==> src/rtl/adder_arbiter.sv <==
// ============================================================================
// Module   : adder_arbiter
// Brief    : Round-robin arbiter sharing one registered adder between NUM_REQ
//            requesters. Optional macro ADDER_ARB_SAT_EN saturates the sum.
// Revision : 1.0 - initial release
// ============================================================================
`default_nettype none

module adder_arbiter #(
   parameter int NUM_REQ = 4,
   parameter int WIDTH   = 8
) (
   input  logic                       clk,
   input  logic                       rst,
   input  logic [NUM_REQ-1:0]         req_valid,
   input  logic [NUM_REQ*WIDTH-1:0]   req_a,
   input  logic [NUM_REQ*WIDTH-1:0]   req_b,
   output logic [NUM_REQ-1:0]         req_ready,
   output logic                       resp_valid,
   input  logic                       resp_ready,
   output logic [WIDTH-1:0]           resp_sum,
   output logic                       resp_carry,
   output logic [$clog2(NUM_REQ)-1:0] resp_id,
   output logic                       busy
);

   localparam int ID_W = $clog2(NUM_REQ);

   localparam logic [1:0] c_idle = 2'd0;
   localparam logic [1:0] c_calc = 2'd1;
   localparam logic [1:0] c_resp = 2'd2;

   logic [1:0]         r_state;
   logic [ID_W-1:0]    r_last_grant;
   logic [ID_W-1:0]    r_id;
   logic [WIDTH-1:0]   r_a;
   logic [WIDTH-1:0]   r_b;
   logic [WIDTH-1:0]   r_sum;
   logic               r_carry;
   logic [ID_W-1:0]    r_resp_id;

   logic [NUM_REQ-1:0] w_grant;
   logic [ID_W-1:0]    w_grant_id;
   logic               w_found;
   int                 w_idx;
   logic [WIDTH:0]     w_sum_full;

   // Search upward from the requester after the last winner, wrapping once.
   always_comb begin
      w_grant    = '0;
      w_grant_id = '0;
      w_found    = 1'b0;
      w_idx      = 0;
      if (r_state == c_idle) begin
         for (int k = 1; k <= NUM_REQ; k++) begin
            w_idx = int'(r_last_grant) + k;
            if (w_idx >= NUM_REQ) begin
               w_idx = w_idx - NUM_REQ;
            end
            if (!w_found && req_valid[w_idx]) begin
               w_found         = 1'b1;
               w_grant[w_idx]  = 1'b1;
               w_grant_id      = ID_W'(w_idx);
            end
         end
      end
   end

   assign w_sum_full = {1'b0, r_a} + {1'b0, r_b};

   always_ff @(posedge clk or posedge rst) begin
      if (rst) begin
         r_state      <= c_idle;
         // Pointing at the last requester makes requester 0 the first choice.
         r_last_grant <= ID_W'(NUM_REQ - 1);
         r_id         <= '0;
         r_a          <= '0;
         r_b          <= '0;
         r_sum        <= '0;
         r_carry      <= 1'b0;
         r_resp_id    <= '0;
      end else begin
         case (r_state)
            c_idle: begin
               if (w_found) begin
                  r_a          <= req_a[w_grant_id*WIDTH +: WIDTH];
                  r_b          <= req_b[w_grant_id*WIDTH +: WIDTH];
                  r_id         <= w_grant_id;
                  r_last_grant <= w_grant_id;
                  r_state      <= c_calc;
               end
            end
            c_calc: begin
               r_carry   <= w_sum_full[WIDTH];
               r_resp_id <= r_id;
`ifdef ADDER_ARB_SAT_EN
               r_sum     <= w_sum_full[WIDTH] ? '1 : w_sum_full[WIDTH-1:0];
`else
               r_sum     <= w_sum_full[WIDTH-1:0];
`endif
               r_state   <= c_resp;
            end
            c_resp: begin
               if (resp_ready) begin
                  r_state <= c_idle;
               end
            end
            default: r_state <= c_idle;
         endcase
      end
   end

   assign req_ready  = w_grant;
   assign resp_valid = (r_state == c_resp);
   assign resp_sum   = r_sum;
   assign resp_carry = r_carry;
   assign resp_id    = r_resp_id;
   assign busy       = (r_state != c_idle);

endmodule

`default_nettype wire
==> config.mk <==
export PLATFORM = sky130hd
export DESIGN_NAME = adder_arbiter
export DESIGN_NICKNAME = d
export VERILOG_FILES = /design/src/rtl/adder_arbiter.sv
export SDC_FILE = /design/constraint.sdc
export NUM_CORES = 1
export LEC_CHECK = 0
export BUFFER_PORTS_ARGS = -buffer_cell sky130_fd_sc_hd__buf_4
export CAP_MARGIN = 15
export CORE_MARGIN = 3
export CORE_UTILIZATION = 39
export CTS_BUF_LIST = sky130_fd_sc_hd__clkbuf_4 sky130_fd_sc_hd__clkbuf_8 sky130_fd_sc_hd__clkbuf_16
export DETAILED_ROUTE_END_ITERATION = 12
export PLACE_DENSITY_LB_ADDON = 0.05
export SYNTH_ARGS = -nofsm -noshare
export SYNTH_HDL_FRONTEND = slang
export SYNTH_SLANG_ARGS = --single-unit
export TNS_END_PERCENT = 5
==> constraint.sdc <==
create_clock -name clk -period 3.7 [get_ports clk]
set_input_delay 0.74 -clock clk [delete_from_list [all_inputs] [get_ports clk]]
set_output_delay 0.74 -clock clk [all_outputs]
set_load 0.1 [all_outputs]
==> results.py <==
metrics = {
    "status": {
        "outcome": "complete, no violations",
    },
    "logic_synthesis": {
        "yosysTopAreaCellShare": 0.316,
        "yosys.area.top_type": "dfrtp_1",
        "synth_top_cells_by_count": "31 x dfrtp_1, 29 x nand2_1, 26 x a21oi_1",
        "async_reset_ff_frac": 1.00,
        "yosysMostFrequentCell": "dfrtp_1",
        "synth_area_leaders": "dfrtp_1 32%, ha_1 8.2%, a221oi_2 7.9%",
        "yosysWarnings": 0,
        "synth_edf_count": 0,
        "ys_seq_area_frac": 0.337,
        "synth_area_per_cell_um2": 9.59,
        "synth_cell_type_count": 47,
        "synthCells": 256,
        "syn_nets": 344,
        "synth_flop_cell": "dfrtp_1",
        "syn_area_mm2": 0.00246,
        "ys_seq_elements": 33,
    },
    "worst_setup_path": {
        "timing.rr.start": "r_last_grant[1]",
        "critPathLaunch": "r_last_grant[1]",
        "slowest_stage": "dfstp_2",
        "max_stage_delay_ns": 0.63,
        "cp_cell_sequence": "inv_2, ha_2, mux4_2, nor2_1, a222oi_1, a21oi_4, buf_4",
        "reg2reg_slack_ns": 0.42,
        "critPathLaunchType": "flip-flop",
        "reg2regPathDepth": 9,
        "end_kind": "output pin",
        "endpoint": "req_ready[2]",
        "worstPathRequired_ns": 2.96,
        "crit_type": "flip-flop to output pin",
        "arrival_ns": 2.83,
        "rr_endpoint": "r_b[7]",
        "cp_max_fo": 9,
    },
    "die": {
        "core_mm2": 0.00603,
        "die_area_mm2": 0.00729,
        "boundaryPins": 88,
        "start_util": 0.408,
        "die_y_um": 85.4,
        "die_x_um": 85.4,
        "rows": 28,
    },
    "cells_and_area": {
        "final_area_mm2": 0.00326,
        "layout-drive-gt1-share": 0.394,
        "diodes": 0,
        "fin_nets": 429,
        "areaGrowthSynthToFinish_pct": 32.9,
        "fin_cells": 415,
    },
    "timing": {
        "setup_violations": 0,
        "rsz0062_at_grt": "false",
        "fin_crit_ns": 3.57,
        "hold_viol_final": 0,
        "clock_skew_ns": 0.00709,
        "hold_slack_ns": 0.477,
        "relSlewSlack": 0.315,
        "worstMarginPinSlew_ns": 1.03,
        "tns_ns": 0,
        "timing.final.crit_share": 0.965,
        "slew_viol_final": 0,
        "max_freq_mhz": 280,
    },
    "worst_hold_path": {
        "holdCritPathClass": "flip-flop to flip-flop",
    },
    "run": {
        "maxCapViolCount": 0,
    },
    "place": {
        "gp_congestion": 0.908,
        "placed_cells": 407,
        "hpwl_um": 4750,
        "port_buffers": 87,
        "place_area_mm2": 0.00317,
    },
    "grt": {
        "antenna_found_initial": 0,
        "global_route.usage.met3": 0.0320,
        "grt_first_pass_wirelength_um": 10800,
        "grt_busiest_layer": "met2",
        "grt_usage": 0.184,
        "grt_max_degree": 36,
        "gr-usage-met1": 0.256,
        "grt_remaining_overflow": 0,
        "grt_pass1_vias": 2261,
        "use_met2": 0.297,
    },
    "routing": {
        "route.detailed.drc": 0,
        "wirelength_um": 6440,
        "wire_per_inst_um": 15.5,
        "dr_total_vias": 2213,
        "drt_first_iter_violations": 95,
        "dr.pass1.iters": 6,
        "via_per_inst": 5.33,
        "antenna_left": 0,
    },
    "clocking": {
        "cts_sinks": 33,
        "cts_hold_buf": 0,
        "clk_latency_ns": 0.28,
        "cts_root_buffer": "clkbuf_8",
        "cts_buffers": 5,
        "cts_buffer_depth": 2,
        "cts_tree": "built",
        "cts.htree.levels": 2,
        "cts.clk_slew.worst_paths_ns": 0.07,
    },
}
[layout make-up]
cell class                      instances  area (um^2)
Tap cell                               75         93.8
Sequential cell                        33          828
Timing Repair Buffer                   95          713
Multi-Input combinational cell        194         1510
Fill cell                             565         2760
Clock inverter                          1         5.00
Clock buffer                            5         68.8
Inverter                               12         45.0
[per-stage QoR]
step	utilization	setup WS, ns
5_1_grt	0.542	0.0152
4_1_cts	0.541	0.0270
3_5_place_dp	0.527	0.210
6_report	0.542	0.129
2_1_floorplan	-	-0.0405
3_3_place_gp	0.527	0.249
[critical path, delay by kind of cell, from the launching register on]
family / cells / cell delay, ns
compound gates: 2 / 0.31
buf+inv: 2 / 0.42
mux: 1 / 0.54
fa+ha+maj: 1 / 0.42
simple gates: 1 / 0.22
flops: 1 / 0.63
[kinds of logic after synthesis]
| logic type | synth area share |
|---|---|
| XOR/XNOR | 0.0214 |
| flip-flops | 0.337 |
| AND/OR/NAND/NOR | 0.130 |
| AO/OA/AOI/OAI | 0.264 |
| adder cells (fa/ha/maj) | 0.0897 |
| multiplexers | 0.0968 |
| buffers and inverters | 0.0611 |
[routing by layer]
layer,share of wire,vias up
met3,0.062,4
met1,0.46,1026
met5,0,-
met4,0.0076,0
li1,-,1105
met2,0.47,78
[placed cells by master (no fill, tap or decap), drive strengths merged, types with 11 or more instances in the layout]
cell and instances:
a21oi 26, buf 95, nand2 29, ha 16
nor2 23, o21ai 15, dfrtp 31, mux2i 17
inv 11, a221oi 16
[flip-flops by register name, summed over array words and instances (netlist names)]
register,flops
r_last_grant,2
resp_carry,1
resp_id,2
resp_sum,8
r_a,8
r_b,8
r_id,2
r_state,2
[worst min path at each step]
stage	startpoint	to	slack, ns	cells after the start
finish	resp_id[1]	resp_id[1]	0.48	2
global route	resp_sum[5]	resp_sum[5]	0.51	2
CTS	resp_id[1]	resp_id[1]	0.49	2
detailed placement	resp_id[1]	resp_id[1]	0.47	2
global placement	resp_id[1]	resp_id[1]	0.46	2
floorplan	r_id[0]	r_id[0]	0.47	2
[what timing repair did]
action,CTS,global route
pin swaps,2,1
gates resized for setup,0,2
endpoints found under the hold margin,0,0
buffers inserted,2,0
endpoints found under the setup margin,1,5
Power is left out: the tool's default activity adds up to more than one toggle a clock period on the data nets, which glitch-free logic cannot reach.
